File: config.mk
export PLATFORM = sky130hd
export DESIGN_NAME = seq_voice_ctrl
export DESIGN_NICKNAME = d
export VERILOG_FILES = /design/src/rtl/seq_voice_ctrl.sv
export SDC_FILE = /design/constraint.sdc
export NUM_CORES = 1
export LEC_CHECK = 0
export BUFFER_PORTS_ARGS = -buffer_cell sky130_fd_sc_hd__buf_2
export CAP_MARGIN = 20
export CORE_UTILIZATION = 52
export CTS_CLUSTER_DIAMETER = 40
export DETAILED_ROUTE_END_ITERATION = 16
export HOLD_SLACK_MARGIN = 0.03
export PLACE_DENSITY_LB_ADDON = 0.05
export SLEW_MARGIN = 20
export SYNTH_ARGS = -nofsm -noshare
export SYNTH_HDL_FRONTEND = slang
export SYNTH_SLANG_ARGS = --single-unit
File: constraint.sdc
create_clock -name clk -period 5.98 [get_ports clk]
set_input_delay 1.196 -clock clk [delete_from_list [all_inputs] [get_ports clk]]
set_output_delay 1.196 -clock clk [all_outputs]
set_load 0.05 [all_outputs]
File: src/rtl/seq_voice_ctrl.sv
// Step sequencer for one ddfs voice: 16-slot pattern RAM, tempo/gate timing and a
// linear attack/sustain/release envelope (Q2.14). All outputs are registered.
module seq_voice_ctrl #(
  parameter int          PW      = 30,
  parameter int          TW      = 32,
  parameter logic [15:0] ENV_MAX = 16'h4000
) (
  input  logic          clk,
  input  logic          reset,
  input  logic          run,
  input  logic [TW-1:0] tempo_div,
  input  logic [TW-1:0] gate_len,
  input  logic [15:0]   atk_inc,
  input  logic [15:0]   rel_inc,
  input  logic          wr_en,
  input  logic [3:0]    wr_addr,
  input  logic [PW-1:0] wr_fccw,
  input  logic [1:0]    wr_wave,
  input  logic          wr_on,
  output logic [PW-1:0] fccw,
  output logic [1:0]    signal,
  output logic [15:0]   env,
  output logic [3:0]    step_idx,
  output logic          step_pulse,
  output logic [1:0]    env_state
);

  typedef enum logic [1:0] {
    ST_IDLE    = 2'd0,
    ST_ATTACK  = 2'd1,
    ST_SUSTAIN = 2'd2,
    ST_RELEASE = 2'd3
  } env_state_t;

  logic [PW-1:0] r_slot_fccw [16];
  logic [1:0]    r_slot_wave [16];
  logic          r_slot_on   [16];

  env_state_t    r_state;
  logic          r_running;
  logic [TW-1:0] r_tick;
  logic [TW-1:0] r_gate;
  logic [3:0]    r_step_idx;
  logic          r_step_pulse;
  logic [PW-1:0] r_fccw;
  logic [1:0]    r_signal;
  logic [15:0]   r_env;

  logic [TW-1:0] w_period;
  logic          w_load;
  logic [3:0]    w_load_idx;
  logic [16:0]   w_atk_sum;
  logic [15:0]   w_env_atk;
  logic [15:0]   w_env_rel;
  logic          w_gate_hit;
  logic          w_gated;
  logic [15:0]   w_env_nxt;
  env_state_t    w_state_nxt;

  assign w_period   = (tempo_div < TW'(2)) ? TW'(2) : tempo_div;
  // The first running cycle after a stop is always the load of step 0.
  assign w_load     = run && (!r_running || (r_tick >= w_period - TW'(1)));
  assign w_load_idx = r_running ? r_step_idx + 4'd1 : 4'd0;
  assign w_atk_sum  = {1'b0, r_env} + {1'b0, atk_inc};
  assign w_env_atk  = (w_atk_sum >= {1'b0, ENV_MAX}) ? ENV_MAX : w_atk_sum[15:0];
  assign w_env_rel  = (r_env > rel_inc) ? (r_env - rel_inc) : 16'd0;
  assign w_gate_hit = (r_gate == gate_len);
  assign w_gated    = (r_state == ST_ATTACK) || (r_state == ST_SUSTAIN);

  // Free-running envelope step; load and stop only override the next state.
  always_comb begin
    w_env_nxt   = 16'd0;
    w_state_nxt = r_state;
    case (r_state)
      ST_IDLE: begin
        w_env_nxt   = 16'd0;
        w_state_nxt = ST_IDLE;
      end
      ST_ATTACK: begin
        w_env_nxt = w_env_atk;
        if (w_gate_hit)                 w_state_nxt = ST_RELEASE;
        else if (w_env_atk == ENV_MAX)  w_state_nxt = ST_SUSTAIN;
        else                            w_state_nxt = ST_ATTACK;
      end
      ST_SUSTAIN: begin
        w_env_nxt   = ENV_MAX;
        w_state_nxt = w_gate_hit ? ST_RELEASE : ST_SUSTAIN;
      end
      ST_RELEASE: begin
        w_env_nxt   = w_env_rel;
        w_state_nxt = (w_env_rel == 16'd0) ? ST_IDLE : ST_RELEASE;
      end
      default: begin
        w_env_nxt   = 16'd0;
        w_state_nxt = ST_IDLE;
      end
    endcase
  end

  always_ff @(posedge clk) begin
    if (reset) begin
      for (int i = 0; i < 16; i++) begin
        r_slot_fccw[i] <= '0;
        r_slot_wave[i] <= 2'd0;
        r_slot_on[i]   <= 1'b0;
      end
      r_state      <= ST_IDLE;
      r_running    <= 1'b0;
      r_tick       <= '0;
      r_gate       <= '0;
      r_step_idx   <= 4'd0;
      r_step_pulse <= 1'b0;
      r_fccw       <= '0;
      r_signal     <= 2'd0;
      r_env        <= 16'd0;
    end else begin
      if (wr_en) begin
        r_slot_fccw[wr_addr] <= wr_fccw;
        r_slot_wave[wr_addr] <= wr_wave;
        r_slot_on[wr_addr]   <= wr_on;
      end
      r_env  <= w_env_nxt;
      r_gate <= (r_gate != '1) ? r_gate + TW'(1) : r_gate;
      if (!run) begin
        r_running    <= 1'b0;
        r_tick       <= '0;
        r_step_idx   <= 4'd0;
        r_step_pulse <= 1'b0;
        r_state      <= w_gated ? ST_RELEASE : w_state_nxt;
      end else if (w_load) begin
        r_running    <= 1'b1;
        r_tick       <= '0;
        r_gate       <= '0;
        r_step_idx   <= w_load_idx;
        r_step_pulse <= 1'b1;
        if (r_slot_on[w_load_idx]) begin
          r_fccw   <= r_slot_fccw[w_load_idx];
          r_signal <= r_slot_wave[w_load_idx];
          r_state  <= ST_ATTACK;
        end else begin
          r_state  <= w_gated ? ST_RELEASE : w_state_nxt;
        end
      end else begin
        r_tick       <= r_tick + TW'(1);
        r_step_pulse <= 1'b0;
        r_state      <= w_state_nxt;
      end
    end
  end

  assign fccw       = r_fccw;
  assign signal     = r_signal;
  assign env        = r_env;
  assign step_idx   = r_step_idx;
  assign step_pulse = r_step_pulse;
  assign env_state  = r_state;

endmodule

==> results.sh, run 1 <==
export IMPL_route_detailed_drc=0
export IMPL_ir_drop_mv=0.242
export IMPL_grt_pass1_wl_mm=140
export IMPL_crit_fanout=32
export IMPL_worst_pin_slew_ns=1.13
export IMPL_drtPass1Iterations=5
export IMPL_slowest_stage="o311a_1"
export IMPL_core_area_um2=60200
export IMPL_routedWlPerCell_um=23.6
export IMPL_clock_skew_ns=0.0459
export IMPL_vias_per_cell=5.95
export IMPL_cts_setup_buffers=0
export IMPL_cts_max_path_buffers=3
export IMPL_cts_resized=0
export IMPL_hp_class="flip-flop to flip-flop"
export IMPL_final_cell_mix="530 x and2_1, 528 x edfxtp_1, 400 x nand2_1"
export IMPL_path_class="input pin to flip-flop"
export IMPL_fp_dieH_um=249
export IMPL_cts_tree="done"
export IMPL_clkSinkCount=648
export IMPL_ios=192
export IMPL_hold_slack_ns=0.493
export IMPL_insertion_delay_ns=0.65
export IMPL_critPathCaptureType="flip-flop"
export IMPL_cts_max_level=3
export IMPL_synth_async_sr_flop_share_pct=0
export IMPL_fin_tns_setup_ns=0
export IMPL_syn2layout_area_growth_pct=17.4
export IMPL_p_comb_share_pct=7.0
export IMPL_cp_start_kind="input pin"
export IMPL_dr_first_iter_drc_count=1988
export IMPL_io_buffer_count=191
export IMPL_p_seq_share_pct=42.7
export IMPL_synth_edff_count=528
export IMPL_period_minus_slack_ns=5.31
export IMPL_maxSlewHeadroom_pct=24.3
export IMPL_cts_root_buf="clkbuf_16"
export IMPL_p_total_mw=12.1
export IMPL_die_w_um=249
export IMPL_slowest_delay_ns=0.43
export IMPL_synthFlopType="edfxtp_1"
export IMPL_path_common_cell="nand3_1"
export IMPL_synth_area_leaders="edfxtp_1 50%, and2_1 11%, dfxtp_1 7.6%, nand2_1 4.8%, ha_1 2.8%"
export IMPL_layout_commonest_cell="and2_1"
export IMPL_intPower_mw=9.29
export IMPL_multi_input_area_um2=12700
export IMPL_synth_top_area_share_pct=50.1
export IMPL_ys_seq_area_share_pct=57.7
export IMPL_wl_mm=92.9
export IMPL_die_area_um2=61900
export IMPL_min_period_over_period_pct=88.8
export IMPL_grt_max_degree=82
export IMPL_power_switching_mw=2.85
export IMPL_dp_cells=3734
export IMPL_crit_chain="buf_2 -> or3_1 -> nor3_1 -> nand3_1 -> o21ai_0 -> ha_1 -> nand3_1 -> nor4_1 -> nand3_1 -> nor3_1 -> nand2_1 -> xor2_1 -> ha_1 -> nand4_1 -> nor2_1 -> nand4_1 -> o311a_1 -> a21bo_4 -> buf_12 -> a211oi_1 -> a21oi_1 -> nor2_1"
export IMPL_via_count=23400
export IMPL_ys_warn_count=0
export IMPL_p_sw_share_pct=23.4
export IMPL_power_leakage_nw=13.9
export IMPL_cts_hold_buffers=0
export IMPL_clkPwrFrac_pct=50.3
export IMPL_max_cap_viol_count=0
export IMPL_rsz0062_at_grt="false"
export IMPL_synth_area_um2=31600
export IMPL_regArea_um2=18300
export IMPL_cp_required_ns=6.55
export IMPL_gr_usage_all_layers_pct=29.8
export IMPL_stdcell_count=3935
export IMPL_status="complete, no violations"
export IMPL_yosys_area_top_type="edfxtp_1"
export IMPL_max_freq_mhz=188
export IMPL_cts_buffers=105
export IMPL_drive_gt1_share_pct=14.8
export IMPL_syn_area_per_cell_um2=10.9
export IMPL_synth_nets=3113
export IMPL_initial_core_util_pct=52.5
export IMPL_ys_ff_latch=648
export IMPL_netlist_instances=2902
export IMPL_critPathArrivalTime_ns=5.88
export IMPL_nNetsFinal=3271
export IMPL_power_density_nw_per_um2=327
export IMPL_antenna_found_initial=5
export IMPL_setup_viol_count_final=0
export IMPL_grt_ovfl_total=0
export IMPL_ys_types=64
export IMPL_cp_top_family="simple AND/OR/NAND/NOR gates"
export IMPL_ant_nets=0
export IMPL_hold_viol=0
export IMPL_drv_slew=0
export IMPL_path_buf_inv=2
export IMPL_rows=90
export IMPL_hpwl_mm=54.3
export IMPL_path_clk_slew_ns=0.05
export IMPL_place_congestion=0.877
export IMPL_num_fill_cells=4923
export IMPL_grt_pass1_vias=23300
## layer usage
| metal | vias to the layer above | GRT usage [%] | share of wire, % |
|---|---|---|---|
| met5 | - | 0 | 0 |
| met2 | 974 | 49.8 | 48 |
| met4 | 0 | 10.0 | 2.9 |
| li1 | 10700 | - | - |
| met3 | 191 | 5.08 | 7.7 |
| met1 | 11500 | 39.4 | 41 |
## tightest hold or removal path, stage by stage (launching register included)
cell     delay [ns]
dfxtp_1        0.33
nand2_1        0.06
a21oi_1        0.05
## metrics by stage
step                      setup WS, ns  cell area [um^2]  util [%]
after floorplan                  0.183             31600         -
after CTS                        0.727             37100      61.6
final                            0.669             37200      61.7
after global placement           0.102             33500      55.7
after detailed placement        0.0752             33500      55.7
after global routing             0.222             37200      61.7
## synthesized netlist by cell type (all sizes together) (27+ instances only)
cell type and n:
inv 39, ha 72, xnor2 72, nor3 27, a21oi 63, a311oi 95
nand2 401, dfxtp 120, edfxtp 528, a211oi 42, o22ai 69, xor2 74
mux2i 65, clkbuf 184, a31oi 37, nand3 108, and2 533, nor2 158
o21ai 45
## flip-flops by register name (all words and copies together) (netlist names), 4 cells and up
signal and cells:
r_tick 32, step_idx 4, env 16, r_slot_on 16
r_slot_fccw 480, fccw 30, r_gate 32, r_slot_wave 32
## logic make-up after synthesis
kind of cell    count (synthesis)  share of synthesized area (%)
simple gates                 1327                           21.5
flops                         648                           57.7
compound gates                402                           8.80
buf+inv                       239                           2.87
xor+xnor                      146                           4.04
fa+ha+maj                      74                           2.97
mux                            66                           2.13
## power by group through the flow
stage	Combinational [mW]	Sequential, mW	Clock, mW
finish	0.846	5.19	6.10
global route	0.906	5.21	6.34
CTS	0.841	5.19	6.15
detailed placement	0.838	5.27	0
global placement	0.823	5.27	0
floorplan	0.440	5.32	0
## layout make-up
type	count	share of cell area, %
flip-flops and latches	648	49.1
clock buffers	135	7.65
inverters	39	0.394
well taps	782	2.63
multi-input cells	2015	34.2
repair buffers	251	3.97
clock inverters	63	1.97
diodes	2	0.0135
## worst paths after layout
kind | start | endpoint | slack, ns | cells past startpoint
worst max register to register | step_idx[0]$_SDFFE_PP0N_ | fccw[14]$_SDFFE_PP0P_ | 1.89 | 9
worst min register to register | step_idx[1]$_SDFFE_PP0N_ | step_idx[1]$_SDFFE_PP0N_ | 0.49 | 2
worst min-delay path | step_idx[1]$_SDFFE_PP0N_ | step_idx[1]$_SDFFE_PP0N_ | 0.49 | 2
worst max-delay path | tempo_div[15] | fccw[23]$_SDFFE_PP0P_ | 0.67 | 22
Power figures use the tool's default switching activity.
==> run 2, diff against run 1 <==
CORE_UTILIZATION = 50   (was 52)
PLACE_DENSITY = 0.74   (was not set)
PLACE_DENSITY_LB_ADDON = not set   (was 0.05)
==> results.sh, run 2 (synthesized netlist as in run 1, its figures left out) <==
export IMPL_status="complete, no violations"
export IMPL_insertion_delay_ns=0.64
export IMPL_dr_first_iter_drc_count=2459
export IMPL_min_period_over_period_pct=91.8
export IMPL_worst_slack_ns=0.493
export IMPL_grt_pass1_vias=23500
export IMPL_hp_class="flip-flop to flip-flop"
export IMPL_clock_skew_ns=0.0238
export IMPL_path_class="input pin to flip-flop"
export IMPL_layout_commonest_cell="and2_1"
export IMPL_antenna_found_initial=9
export IMPL_rsz0062_at_grt="false"
export IMPL_power_leakage_nw=13.7
export IMPL_grt_pass1_wl_mm=135
export IMPL_hold_viol=0
export IMPL_syn2layout_area_growth_pct=16.0
export IMPL_post_dp_cell_area_um2=33600
export IMPL_cts_tree="done"
export IMPL_worst_pin_slew_ns=1.19
export IMPL_fp_dieH_um=254
export IMPL_maxSlewHeadroom_pct=20.8
export IMPL_final_util_pct=59.1
export IMPL_num_fill_cells=4902
export IMPL_ant_nets=0
export IMPL_critPathCaptureType="flip-flop"
export IMPL_die_w_um=254
export IMPL_dp_cells=3784
export IMPL_cts_hold_buffers=0
export IMPL_slowest_stage="o311a_1"
export IMPL_critPathArrivalTime_ns=6.04
export IMPL_stdcell_count=3961
export IMPL_period_minus_slack_ns=5.49
export IMPL_cts_buffers=91
export IMPL_fin_area_um2=36700
export IMPL_path_clk_slew_ns=0.06
export IMPL_grt_max_degree=77
export IMPL_dp_slack_ns=-0.321
export IMPL_clkSinkCount=648
export IMPL_cp_start_kind="input pin"
export IMPL_p_total_mw=11.4
export IMPL_slowest_delay_ns=0.44
export IMPL_cp_required_ns=6.54
export IMPL_fin_tns_setup_ns=0
export IMPL_cts_root_buf="clkbuf_16"
export IMPL_core_area_um2=62200
export IMPL_nNetsFinal=3253
export IMPL_die_area_um2=64300
export IMPL_path_common_cell="nand4_1"
export IMPL_multi_input_area_um2=12700
export IMPL_initial_core_util_pct=50.9
export IMPL_cts_max_level=3
export IMPL_regArea_um2=18300
export IMPL_rows=91
export IMPL_drive_gt1_share_pct=14.5
export IMPL_wl_mm=89.6
export IMPL_setup_viol_count_final=0
export IMPL_max_freq_mhz=182
export IMPL_route_detailed_drc=0
export IMPL_crit_chain="buf_2 -> or3_1 -> nor3_1 -> nand4_1 -> o21ai_1 -> ha_1 -> nand3_1 -> nor4_2 -> buf_4 -> nand3_1 -> nor3_1 -> nand2_1 -> xor2_1 -> ha_1 -> nand4_1 -> nor2_1 -> nand4_1 -> o311a_1 -> a21bo_4 -> buf_4 -> a211oi_1 -> a21oi_1 -> nor2_1"
export IMPL_hold_slack_ns=0.483
export IMPL_top_register="r_slot_fccw"
export IMPL_via_count=23400
export IMPL_hpwl_mm=51.6
export IMPL_drtPass1Iterations=5
export IMPL_drv_slew=0
export IMPL_final_cell_mix="530 x and2_1, 528 x edfxtp_1, 400 x nand2_1"
export IMPL_io_buffer_count=191
export IMPL_cts_max_path_buffers=3
export IMPL_largest_register_ff_count=480
export IMPL_crit_fanout=30
export IMPL_routedWlPerCell_um=22.6
export IMPL_place_congestion=0.866
export IMPL_vias_per_cell=5.90
export IMPL_power_density_nw_per_um2=310
export IMPL_ios=192
export IMPL_gr_usage_all_layers_pct=27.8
export IMPL_ir_drop_mv=0.211
export IMPL_grt_ovfl_total=0
export IMPL_max_cap_viol_count=0
## run 2: cell count changes in the layout (fill, tap and decap cells not counted), sizes merged, moves of 4 or more
cell    change
clkbuf     -27
inv        +14
bufinv      -7
clkinv      -5
buf         -4
## run 2: where the power goes
group	switching, mW	internal [mW]	total, mW
clock network	2.12	3.24	5.37
logic	0.568	0.263	0.831
registers	0.0847	5.10	5.19
## run 2: path summary, 6_finish.rpt
check	startpoint	slack, ns	endpoint	cells after the start
setup reg to reg	step_idx[0]$_SDFFE_PP0N_	1.77	fccw[20]$_SDFFE_PP0P_	11
setup / recovery	tempo_div[20]	0.49	fccw[20]$_SDFFE_PP0P_	23
hold reg to reg	fccw[1]$_SDFFE_PP0P_	0.48	fccw[1]$_SDFFE_PP0P_	2
hold / removal	fccw[1]$_SDFFE_PP0P_	0.48	fccw[1]$_SDFFE_PP0P_	2
## run 2: final cells by class
type,count,share of cell area [%]
Timing Repair Buffer,247,3.96
Multi-Input combinational cell,2015,34.6
Clock buffer,108,6.65
Inverter,39,0.399
Clock inverter,62,1.73
Tap cell,837,2.85
Sequential cell,648,49.7
Antenna cell,5,0.0341
## run 2: critical path, delay by kind of cell
family | cells | cell delay (ns)
and+or+nand+nor | 12 | 2.32
AOI/OAI and AO/OA | 5 | 1.22
adders and majority gates | 2 | 0.60
buffers and inverters | 3 | 0.56
xor gates and xnor gates | 1 | 0.15
## run 2: metal layers
metal	wire length (um)	up-vias	GRT usage (%)
met5	55	-	0
met4	3260	10	11.7
met3	8500	238	5.28
met2	42400	1169	45.9
met1	35400	11300	35.8
li1	-	10600	-
## run 2: timing repair
item,in CTS,in global routing
gates resized for setup,0,2
setup buffers,0,0
setup endpoints to repair,0,60
